<file path="src/rtl/uc_multicycle.sv">
// uc_multicycle: multicycle control unit for a small 16-bit datapath.
// Each instruction walks FETCH -> DECODE -> EXEC; a HALT opcode parks the
// FSM in HALT until reset. EXEC strobes come combinationally from the
// opcode latched on the edge that leaves DECODE.
module uc_multicycle (
  input  logic       clk,
  input  logic       reset,
  input  logic [5:0] Opcode,
  input  logic       zero,
  output logic       s_inc,
  output logic       s_inm,
  output logic       we,
  output logic       wez,
  output logic [2:0] ALUOp,
  output logic       pc_en,
  output logic       halted,
  output logic       illegal
);

  typedef enum logic [1:0] {
    FETCH  = 2'd0,
    DECODE = 2'd1,
    EXEC   = 2'd2,
    HALT   = 2'd3
  } state_t;

  state_t     state;
  state_t     state_next;
  logic [5:0] op;

  // Opcode classes, derived from the latched opcode only.
  logic is_alu;
  logic is_li;
  logic is_j;
  logic is_jz;
  logic is_jnz;
  logic is_halt;
  logic is_illegal;

  assign is_alu     = op[5];
  assign is_li      = (op[5:2] == 4'b0000);
  assign is_j       = (op == 6'b000100);
  assign is_jz      = (op == 6'b000101);
  assign is_jnz     = (op == 6'b000110);
  assign is_halt    = (op == 6'b000111);
  assign is_illegal = ~op[5] & (op[4:3] != 2'b00);

  // State register; reset drops straight to FETCH, aborting any EXEC strobes.
  // NOTE: sequential state uses non-blocking (<=) so every flop samples
  // pre-edge values; blocking here would create order-dependent races.
  always_ff @(posedge clk or posedge reset) begin
    if (reset) state <= FETCH;
    else       state <= state_next;
  end

  // Opcode latch, captured on the edge that leaves DECODE (memory data valid).
  always_ff @(posedge clk or posedge reset) begin
    if (reset)                op <= 6'b000000;
    else if (state == DECODE) op <= Opcode;
  end

  // Next-state and strobe decode.
  // NOTE: every output gets a default before the case so no path leaves a
  // signal unassigned, which would otherwise infer a latch.
  always_comb begin
    state_next = state;
    s_inc      = 1'b1;
    s_inm      = 1'b0;
    we         = 1'b0;
    wez        = 1'b0;
    ALUOp      = 3'b000;
    pc_en      = 1'b0;
    halted     = 1'b0;
    illegal    = 1'b0;

    unique case (state)
      FETCH: begin
        state_next = DECODE;
      end

      DECODE: begin
        state_next = EXEC;
      end

      EXEC: begin
        state_next = FETCH;
        pc_en      = 1'b1;
        if (is_alu) begin
          we    = 1'b1;
          wez   = 1'b1;
          ALUOp = op[4:2];
        end else if (is_li) begin
          we    = 1'b1;
          s_inm = 1'b1;
        end else if (is_j) begin
          s_inc = 1'b0;
        end else if (is_jz) begin
          s_inc = ~zero;
        end else if (is_jnz) begin
          s_inc = zero;
        end else if (is_halt) begin
          // The PC stays on the HALT instruction; no further fetches.
          pc_en      = 1'b0;
          state_next = HALT;
        end else if (is_illegal) begin
          // Undefined opcode: behave as a NOP and flag it for this cycle.
          illegal = 1'b1;
        end
      end

      HALT: begin
        halted = 1'b1;
      end

      default: begin
        state_next = FETCH;
      end
    endcase
  end

endmodule

</file>
<file path="config.mk">
export PLATFORM = sky130hd
export DESIGN_NAME = uc_multicycle
export DESIGN_NICKNAME = d
export VERILOG_FILES = /design/src/rtl/uc_multicycle.sv
export SDC_FILE = /design/constraint.sdc
export NUM_CORES = 1
export LEC_CHECK = 0
export CAP_MARGIN = 20
export CORE_UTILIZATION = 35
export CTS_BUF_LIST = sky130_fd_sc_hd__clkbuf_2 sky130_fd_sc_hd__clkbuf_4 sky130_fd_sc_hd__clkbuf_8
export DETAILED_ROUTE_END_ITERATION = 6
export PLACE_DENSITY_LB_ADDON = 0.05
export SYNTH_ARGS = -nofsm -noshare
export SYNTH_HDL_FRONTEND = slang
export SYNTH_SLANG_ARGS = --single-unit
export TNS_END_PERCENT = 5
</file>
<file path="constraint.sdc">
create_clock -name clk -period 2 [get_ports clk]
set_input_delay 0.4 -clock clk [delete_from_list [all_inputs] [get_ports clk]]
set_output_delay 0.4 -clock clk [all_outputs]
set_load 0.02 [all_outputs]
</file>
==> summary.txt <==
Status - completed
Core Box Area - 1300 µm²
Sequential Area - 200 µm²
Post-synth EDFFs - 0
Die span in x - 39.4 µm
Leak - 0.000356 µW
Unrepaired setup endpoints after global routing - no
Area of the die - 1550 µm²
Yosys top cell by area - dfrtp_1
Most frequent cells in the layout - 9 x clkdlybuf4s50_1, 8 x dfrtp_1, 6 x mux2_2, 6 x dlygate4sd2_1, 5 x buf_4
Post-synthesis mux area share - 0.159
Iteration-0 DRC Markers - 2
GRT overflow - 0
Asr flop ratio synth - 1.00
Endpoints failing setup - 0
Chip height - 39.4 µm
Final worst slack - 0.118 ns
FF-to-FF setup slack - 0.53 ns
Minimum clock period - 1.88 ns
Worst Path Class, Setup - register to primary output
Antenna violations before repair - 0
Antenna diodes - 0
Crit path max fanout - 8
Crit path launch type - register
Synth Flop Type - dfrtp_1
Clk sinks - 8
CTS Buffer Depth - 2
IO buf count - 18
Largest net degree at the start of global routing - 9
Total wire length - 906 µm
Main combinational cell family by area after synthesis - simple AND/OR/NAND/NOR gates
Syn Nets - 56
Actual slew at the worst max-slew pin - 0.333 ns
Vias/cell - 4.84
Sequential-to-total area share from yosys stat - 0.409
Area grow syn2layout - 48.6%
Place WS - -0.0870 ns
DR WL/cell - 10.9 µm
Area share of and/or/nand/nor cells after synthesis - 0.215
XOR/XNOR Fraction of Synth Area - 0
Final core utilization - 0.559
Worst VDD drop - 0.000613 V
Area occupied by multi-input gates - 274 µm²
Routed Antenna Nets - 0
Synth top area share - 0.409
Slew Limit Fails - 0
Ys Warns - 0
Rows - 13
CTS tree - built
First-pass GRT wire length - 1.54 mm
Setup Skew - 0.00225 ns
Critical Path AT - 1.48 ns
Layout filler cell count - 141
Total track usage - 0.151
Fin nets - 83
Post-CTS setup buffers - 0
Clock root buffer - clkbuf_4
Clk_lat worst skew - 0.24 ns
Clk pin slew, worst setup/hold paths - 0.05 ns
Required time of the critical path - 1.60 ns
Slew headroom - 0.778
Initial Utilization - 0.376
Vias in the first global route - 359
Fmax - 0.531 GHz
Synthesized instance count - 43
Mapped Area - 489 µm²
Fin crit share - 0.941
Hold Path Class - primary input to async pin
Ports - 19
Crit end category - primary output
PD cells - 1330 nW/µm²
Drt pass-1 iters - 2
CTS buffer count - 3
Share of cells above drive strength 1 - 0.265
Drt drc - 0
Leading post-synthesis cells by cell area - dfrtp_1 41%, mux2_2 14%, ha_1 10%
Synth Area per Inst - 11.4 µm²
GPL Wtd Cong - 0.660
H-tree level count - 1
#FFs+latches synth - 8
Synth cell types - 19
Synth Area in Compound Gates - 0.0844
Most common cell after layout, fill and taps aside - clkdlybuf4s50_1
Vias - 402
DP HPWL - 735 µm
Fin. Hold Viols - 0
Adder-cell share of the synthesized area - 0.102
Max-Cap Viols - 0
==> final timing paths <==
check,start,end,depth (start not counted)
max,state[0]$_DFFE_PP0P_,ALUOp[1],5
min reg2reg,op[0]$_DFFE_PP0N_,op[0]$_DFFE_PP0N_,1
max in group asynchronous,reset,op[3]$_DFFE_PP0N_,2
min,reset,state[0]$_DFFE_PP0P_,2
min in group clk,op[0]$_DFFE_PP0N_,op[0]$_DFFE_PP0N_,1
max reg2reg,state[0]$_DFFE_PP0P_,state[1]$_DFFE_PP0P_,6
==> cells by family after synthesis <==
group                    count (synthesis)
AO/OA/AOI/OAI                            4
adder cells (fa/ha/maj)                  4
buffers and inverters                    4
flip-flops                               8
multiplexers                             7
AND/OR/NAND/NOR                         16
==> routing by layer <==
metal	wire length [µm]	track usage	vias to the layer above
li1	-	-	208
met1	456	0.201	181
met2	411	0.225	13
met3	38	0.0341	0
met4	0	0.0776	0
met5	0	0	-
==> area by class of cell <==
cell class / instances / area share
Multi-Input combinational cell: 31 / 0.377
Inverter: 3 / 0.0155
Clock buffer: 3 / 0.0310
Tap cell: 15 / 0.0258
Timing Repair Buffer: 23 / 0.275
Sequential cell: 8 / 0.275
==> where the power goes <==
part | internal [µW] | total [µW] | switching, µW | leakage [µW]
combinational | 275 | 508 | 233 | 0.000248
clock | 67.9 | 111 | 43.3 | 0.0000138
sequential | 246 | 350 | 104 | 0.0000941
total | 589 | 969 | 380 | 0.000356
==> stage by stage <==
stage	hold slack [ns]	std cells	TNS [ns]	total power, µW	instance area (µm²)
3_5_place_dp	0.568	80	-0.0870	897	722
2_1_floorplan	0.216	43	0	685	489
6_report	0.397	83	0	969	727
3_3_place_gp	0.569	80	-0.0805	892	722
5_1_grt	0.431	83	0	1070	727
4_1_cts	0.400	83	0	994	733
==> repair_timing <==
action / in CTS / in global routing
hold buffers: 0 / 0
endpoints found under the hold margin: 0 / 0
endpoints found under the setup margin: 9 / 3
gates resized for setup: 9 / 6
==> state kept, by name, indices dropped and copies added, names as in the netlist <==
register / count
state: 2
op: 6
==> synthesized netlist by cell type, drive strengths merged, types with 2 or more instances <==
cell type / n
and3: 3
nand3: 2
nor2b: 2
dfrtp: 8
mux2: 6
ha: 4
nor2: 4
inv: 3
==> worst max-delay path: stages (launching register included) <==
cell and delay (ns):
dfrtp_1 0.34, inv_1 0.05, ha_1 0.21, buf_4 0.16, and3_1 0.17, dlygate4sd2_1 0.31
Power figures use the tool's default switching activity.
